<file path="src/rtl/token_streamer.sv">
// token_streamer: streams grouped tokens from the output SRAM over valid/ready with a prefetch FIFO.
// Optional TOKEN_STREAMER_STATS_EN adds the stall_cycles counter port.
module token_streamer #(
  parameter int ADDR_WIDTH = 4,
  parameter int DATA_WIDTH = 8,
  parameter int FIFO_DEPTH = 4
) (
  input  logic                  clk,
  input  logic                  rst,
  input  logic                  start,
  input  logic [ADDR_WIDTH:0]   count,
  output logic                  mem_re,
  output logic [ADDR_WIDTH-1:0] mem_addr,
  input  logic [DATA_WIDTH-1:0] mem_dout,
  output logic [DATA_WIDTH-1:0] tok_data,
  output logic                  tok_valid,
  input  logic                  tok_ready,
  output logic                  tok_last,
  output logic                  busy,
  output logic                  done
`ifdef TOKEN_STREAMER_STATS_EN
  ,
  output logic [15:0]           stall_cycles
`endif
);
  localparam int AW1 = ADDR_WIDTH + 1;
  localparam int CW = $clog2(FIFO_DEPTH);
  localparam int CW1 = CW + 1;
  localparam logic [ADDR_WIDTH:0] MAX_LEN = AW1'(1) << ADDR_WIDTH;
  localparam logic [CW:0] DEPTH = CW1'(FIFO_DEPTH);
  typedef enum logic [1:0] {IDLE, FETCH, DRAIN, FINISH} state_t;
  state_t state, state_n;
  logic [ADDR_WIDTH:0] len, len_in, rd_idx, emit_idx;
  logic [CW:0] fifo_cnt;
  logic [CW-1:0] wr_ptr, rd_ptr;
  logic [DATA_WIDTH-1:0] fifo [FIFO_DEPTH];
  logic inflight, pop, accept;
  assign len_in = count > MAX_LEN ? MAX_LEN : count;
  assign accept = state == IDLE && start;
  // in-flight read reserves its slot so the FIFO can never overflow
  assign mem_re = state == FETCH && (fifo_cnt + CW1'(inflight)) < DEPTH;
  assign mem_addr = rd_idx[ADDR_WIDTH-1:0];
  assign tok_valid = fifo_cnt != '0;
  assign tok_data = tok_valid ? fifo[rd_ptr] : '0;
  assign tok_last = tok_valid && emit_idx == len - AW1'(1);
  assign pop = tok_valid && tok_ready;
  assign busy = state == FETCH || state == DRAIN;
  assign done = state == FINISH;
  always_comb begin
    state_n = state;
    if (accept) state_n = len_in == '0 ? FINISH : FETCH;
    else if (state == FETCH && mem_re && rd_idx + AW1'(1) == len) state_n = DRAIN;
    else if (state == DRAIN && pop && tok_last) state_n = FINISH;
    else if (state == FINISH) state_n = IDLE;
  end
  always_ff @(posedge clk) begin
    if (rst) begin
      state <= IDLE;
      len <= '0;
      rd_idx <= '0;
      emit_idx <= '0;
      inflight <= 1'b0;
      fifo_cnt <= '0;
      wr_ptr <= '0;
      rd_ptr <= '0;
    end else begin
      state <= state_n;
      inflight <= mem_re;
      if (accept) begin
        len <= len_in;
        rd_idx <= '0;
        emit_idx <= '0;
      end else begin
        if (mem_re) rd_idx <= rd_idx + AW1'(1);
        if (pop) emit_idx <= emit_idx + AW1'(1);
      end
      if (inflight) wr_ptr <= wr_ptr + CW'(1);
      if (pop) rd_ptr <= rd_ptr + CW'(1);
      fifo_cnt <= fifo_cnt + CW1'(inflight) - CW1'(pop);
    end
  end
  always_ff @(posedge clk) begin
    if (inflight) fifo[wr_ptr] <= mem_dout;
  end
`ifdef TOKEN_STREAMER_STATS_EN
  always_ff @(posedge clk) begin
    if (rst || accept) stall_cycles <= '0;
    else if (tok_valid && !tok_ready && stall_cycles != 16'hFFFF) stall_cycles <= stall_cycles + 16'd1;
  end
`endif
endmodule

</file>
<file path="config.mk">
export PLATFORM = sky130hd
export DESIGN_NAME = token_streamer
export DESIGN_NICKNAME = d
export VERILOG_FILES = /design/src/rtl/token_streamer.sv
export SDC_FILE = /design/constraint.sdc
export NUM_CORES = 1
export LEC_CHECK = 0
export CAP_MARGIN = 0
export CORE_ASPECT_RATIO = 0.5
export CORE_MARGIN = 10
export CORE_UTILIZATION = 55
export CTS_CLUSTER_DIAMETER = 150
export CTS_CLUSTER_SIZE = 12
export DETAILED_ROUTE_END_ITERATION = 10
export PLACE_DENSITY_LB_ADDON = 0.25
export SETUP_SLACK_MARGIN = 0.15
export SYNTH_ARGS = -nofsm -noshare
export SYNTH_HDL_FRONTEND = slang
export SYNTH_SLANG_ARGS = --single-unit
</file>
<file path="constraint.sdc">
create_clock -name clk -period 2.35 [get_ports clk]
set_clock_uncertainty 0.1 [all_clocks]
set_input_delay 0.3525 -clock clk [delete_from_list [all_inputs] [get_ports clk]]
set_output_delay 0.3525 -clock clk [all_outputs]
set_load 0.02 [all_outputs]
</file>
After elaboration in Yosys (flattened, before gate mapping)
Memories as Yosys holds them, arrays and structs flattened. A register that Yosys moved wholly into a read port is not among the register bits.
Cells that the tools add are included.
- bits in registers: 25
- bits in writable memories: 32
- output and inout port bits: 17
- memories: 1
- memories (name ; words ; bits a word ; read ports ; clocked after Yosys merged registers in ; wr ports ; line ; RTL):
    fifo ; 4 ; 8 ; 1 ; 1 ; 1 ; 36 ; logic [DATA_WIDTH-1:0] fifo [FIFO_DEPTH];
- add/sub/neg operators: 7
- order comparisons: 2
- eq/ne operators: 5
- multiplexer cells: 11
- reductions and logical operators: 14
- operators by type and width (cell ; number):
    2-bit two-way mux ; 7
    5-bit by 1-bit adder with 5-bit output, second input constant ; 2
    5-bit == test ; 2
    1-bit logical AND ; 8
    8-bit two-way mux ; 1
    5-bit greater-than comparator, second input constant ; 1
    5-bit zero test ; 1
    5-bit two-way mux ; 1
    5-bit by 1-bit subtractor with 5-bit output, second input constant ; 1
    2-bit by 1-bit adder with 2-bit output, second input constant ; 2
    2-bit == test, second input constant ; 2
    4-bit nonzero test ; 1
    3-bit by 1-bit adder with 3-bit output ; 1
    3-bit < comparator, second input constant ; 1
    3-bit nonzero test ; 1
    3-bit by 1-bit subtractor with 3-bit output ; 1
    2-bit by 1-bit == test with 1-bit output, second input constant ; 1
    2-bit zero test ; 1
    1-bit two-way mux ; 2
    2-bit OR reduction ; 1
    1-bit logical OR ; 1

Logic depth before layout (Yosys ltp)
Gate-level depths: netlist (run 1).
- word-level depth: 7
- gate-level depth with buffers: 8
- depth with buffers taken out: 8

Worst setup path after synthesis (run 1)
Ideal clock, no wire load.
- path kind: flip-flop to output port
- start point: register len[0]
- end point: output tok_last
- data arrival time: 1.510 ns
- required time: 1.898 ns
- slack: 0.388 ns
- cell stages (with the launch flop): 7
- cells stage by stage: dfxtp_1 inv_1 ha_1 nor3b_2 xnor2_1 nor4_4 and2_1
- longest elaborated chain between the ends: 3
- ends and longest elaborated chain (item ; line ; RTL):
    from (decl) ; 33 ; logic [ADDR_WIDTH:0] len, len_in, rd_idx, emit_idx;
    from (signal assigned) ; 70 ; len <= len_in;
    5-bit by 1-bit subtractor with 5-bit output ; 45 ; assign tok_last = tok_valid && emit_idx == len - AW1'(1);
    5-bit == test ; 45 ;
    1-bit logical AND ; 45 ;
    to (decl) ; 18 ; output logic tok_last,
No other way between the ends.

Final worst setup path (run 1)
Same ends and word-level chain as after synthesis.

==> results.toml, run 1 <==
[grt]
grt-ovfl-total = 0
antenna_found_initial = 0
grt_pass1_vias = 1749
grt_pass1_wl_mm = 8.424
grt_max_degree = 17
grt_usage_pct = 12.76

[cells_and_area]
fin_nets = 293
drive_above_1_share_pct = 22.64
finalInstanceArea_um2 = 3368
regArea_um2 = 1505
postLayoutCoreUtil_pct = 73.31
multi_input_area_um2 = 1160
area_growth_pct = 23.49
antennaDiodeCount = 0
n_fill_cell = 327

[power]
power_leakage_nw = 1.291
power_density_nw_per_um2 = 895.3
p_clk_share_pct = 28.1
p_int_mw = 2.071
peakVddDrop_mv = 0.4381
power_switching_share_pct = 31.32
pwr-share-comb_pct = 30.9
seqPwrFrac_pct = 41.0
p_sw_mw = 0.9446

[critical_path]
cp-end-kind = "output pin"
worstPathRequired_ps = 1900
cp-start-kind = "register"
critPathArrivalTime_ps = 1740
criticalPathCategory = "reg2out"
path_max_fanout = 2
ff2ff_path_depth = 8

[floorplanning]
num_io_pins = 34
dieHeight_um = 69.80
die_area_um2 = 8347
rows = 17
core_area_um2 = 4594
start_util_pct = 59.37
die_w_um = 119.6

[job]
cap_violations = 0

[clock_tree]
clock-root-buffer = "clkbuf_8"
h-tree-depth = 3
cts.path.max_buffers = 2
cts_tree = "done"
clk_latency_ps = 330
numCtsBuffers = 9
clk_pin_slew_worst_paths_ps = 60
cts_sinks = 59

[sta]
min_period_ps = 2189
finalHoldViolCount = 0
drv_slew = 0
rsz0062_at_grt = "yes"
max_slew_margin_pct = 68.86
setup_viol = 0
timing.fmax_mhz = 456.9
worst_pin_slew_ps = 465.9
period_share_pct = 93.14
setup_tns_ps = 0

[synthesis]
ys_ff_latch = 59
syn_nets = 249
synthTopCellsByArea = "edfxtp_1, dfxtp_1, ha_1"
synthMostInstantiatedCell = "edfxtp_1"
synth_async_sr_flop_share_pct = 0
synth_edf_count = 32
yosysTopAreaCell = "edfxtp_1"
ys_warn_count = 0
ys_seq_area_share_pct = 55.05
ys.flop_type = "edfxtp_1"
synth_common_cells = "edfxtp_1, dfxtp_1, nor2_1, ha_1, xnor2_1"
synth.distinct_cells = 35
synth.top_cell.area_share_pct = 35.23
avgSynthCellArea_um2 = 12.57
synthCells = 217
netlist_area_um2 = 2728

[placed_design]
placed_cell_area_um2 = 3154
port_buffers = 33
dp_hpwl_mm = 3.734
place.gp.congestion = 0.7808

[drt]
vias_per_cell = 5.127
dr.pass1.iters = 4
vias = 1697
wl_mm = 5.143
postRouteAntennaNets = 0
drt_iter0_markers = 57
wl_per_cell_um = 15.54
drc = 0

[worst_hold_path]
hp-class = "reg2reg"
hold_depth = 2

[run_status]
status = "finished, final reports clean"
-- critical path, cell delays in order (launching register included) --
cell and delay [ps]:
dfxtp_2 340, inv_2 40, ha_4 150, nor3b_4 150, xnor2_2 150, nor4_4 270
and2_1 180, buf_6 120
-- cells in the final DEF, fill, tap and decap left out, drive strengths merged, types with 5 or more instances in the layout --
cell and count:
nand2 9, a21oi 7, xor2 13, nor2 25
ha 15, and2 6, xnor2 14, nor3b 6
edfxtp 32, inv 10, dfxtp 27, buf 18
mux4 8, clkbuf 14, nor2b 10, clkinv 5
clkdlybuf4s50 22
-- flip-flops by register name, indices dropped and copies added, names as in the netlist, named ones only --
signal	flops
wr_ptr	2
fifo	32
len	5
emit_idx	5
rd_ptr	2
inflight	1
state	2
rd_idx	5
fifo_cnt	3
-- per-layer routing --
layer	GRT usage [%]	wire length [µm]	up-vias
met5	0	0	-
li1	-	-	839
met4	3.158	44	0
met2	22.00	2555	32
met3	6.397	334	6
met1	13.64	2209	820
-- through the flow --
| stage | instances | hold WS [ps] | setup slack (ps) | total power, mW |
|---|---|---|---|---|
| 4_1_cts | 329 | 408.7 | 107.4 | 3.058 |
| 5_1_grt | 331 | 444.9 | 46.04 | 3.192 |
| 3_3_place_gp | 313 | 383.0 | -31.47 | 2.211 |
| 6_report | 331 | 404.5 | 161.1 | 3.015 |
| 3_5_place_dp | 313 | 398.7 | -81.39 | 2.235 |
| 2_1_floorplan | 217 | 351.4 | 387.9 | 1.823 |
-- path summary, 6_finish.rpt --
path         slack (ps)         to   startpoint
max                 160   tok_last       len[0]
min                 400  rd_idx[1]    rd_idx[1]
max reg2reg         340   state[1]  fifo_cnt[0]
min reg2reg         400  rd_idx[1]    rd_idx[1]
-- power groups by stage --
stage,clock (mW),combinational (mW),sequential [mW]
5_1_grt,0.920,1.03,1.25
3_5_place_dp,0,0.982,1.25
4_1_cts,0.867,0.955,1.24
3_3_place_gp,0,0.962,1.25
2_1_floorplan,0,0.589,1.23
6_report,0.848,0.931,1.24
-- kinds of logic after synthesis --
family / share of synthesized area, %
simple gates: 13.99
flops: 55.05
fa+ha+maj: 6.881
mux: 7.706
xor+xnor: 8.670
compound gates: 3.624
buf+inv: 4.083
-- area by class of cell --
| cell class | count | share of cell area [%] |
|---|---|---|
| repair buffers | 46 | 11.92 |
| multi-input cells | 135 | 34.44 |
| clock buffers | 9 | 3.678 |
| inverters | 10 | 1.114 |
| flip-flops and latches | 59 | 44.69 |
| well taps | 66 | 2.452 |
| clock inverters | 6 | 1.709 |
-- timing repair --
action / in CTS / in global routing
hold buffers: 0 / 0
setup endpoints to repair: 11 / 11
pin swaps: 4 / 9
setup buffers: 1 / 2
resized for setup: 35 / 16
No activity file was read; power rests on OpenSTA's default activity.
==> run 2: changes to the inputs <==
--- a/config.mk
+++ b/config.mk
@@ -12,6 +12,7 @@
 export CTS_CLUSTER_DIAMETER = 150
 export CTS_CLUSTER_SIZE = 12
 export DETAILED_ROUTE_END_ITERATION = 10
+export HOLD_SLACK_MARGIN = 0.06
 export PLACE_DENSITY_LB_ADDON = 0.25
 export SETUP_SLACK_MARGIN = 0.15
 export SYNTH_ARGS = -nofsm -noshare
==> results of run 2 <==
No change in the layout: final DEF, timing and power equal those of run 1.
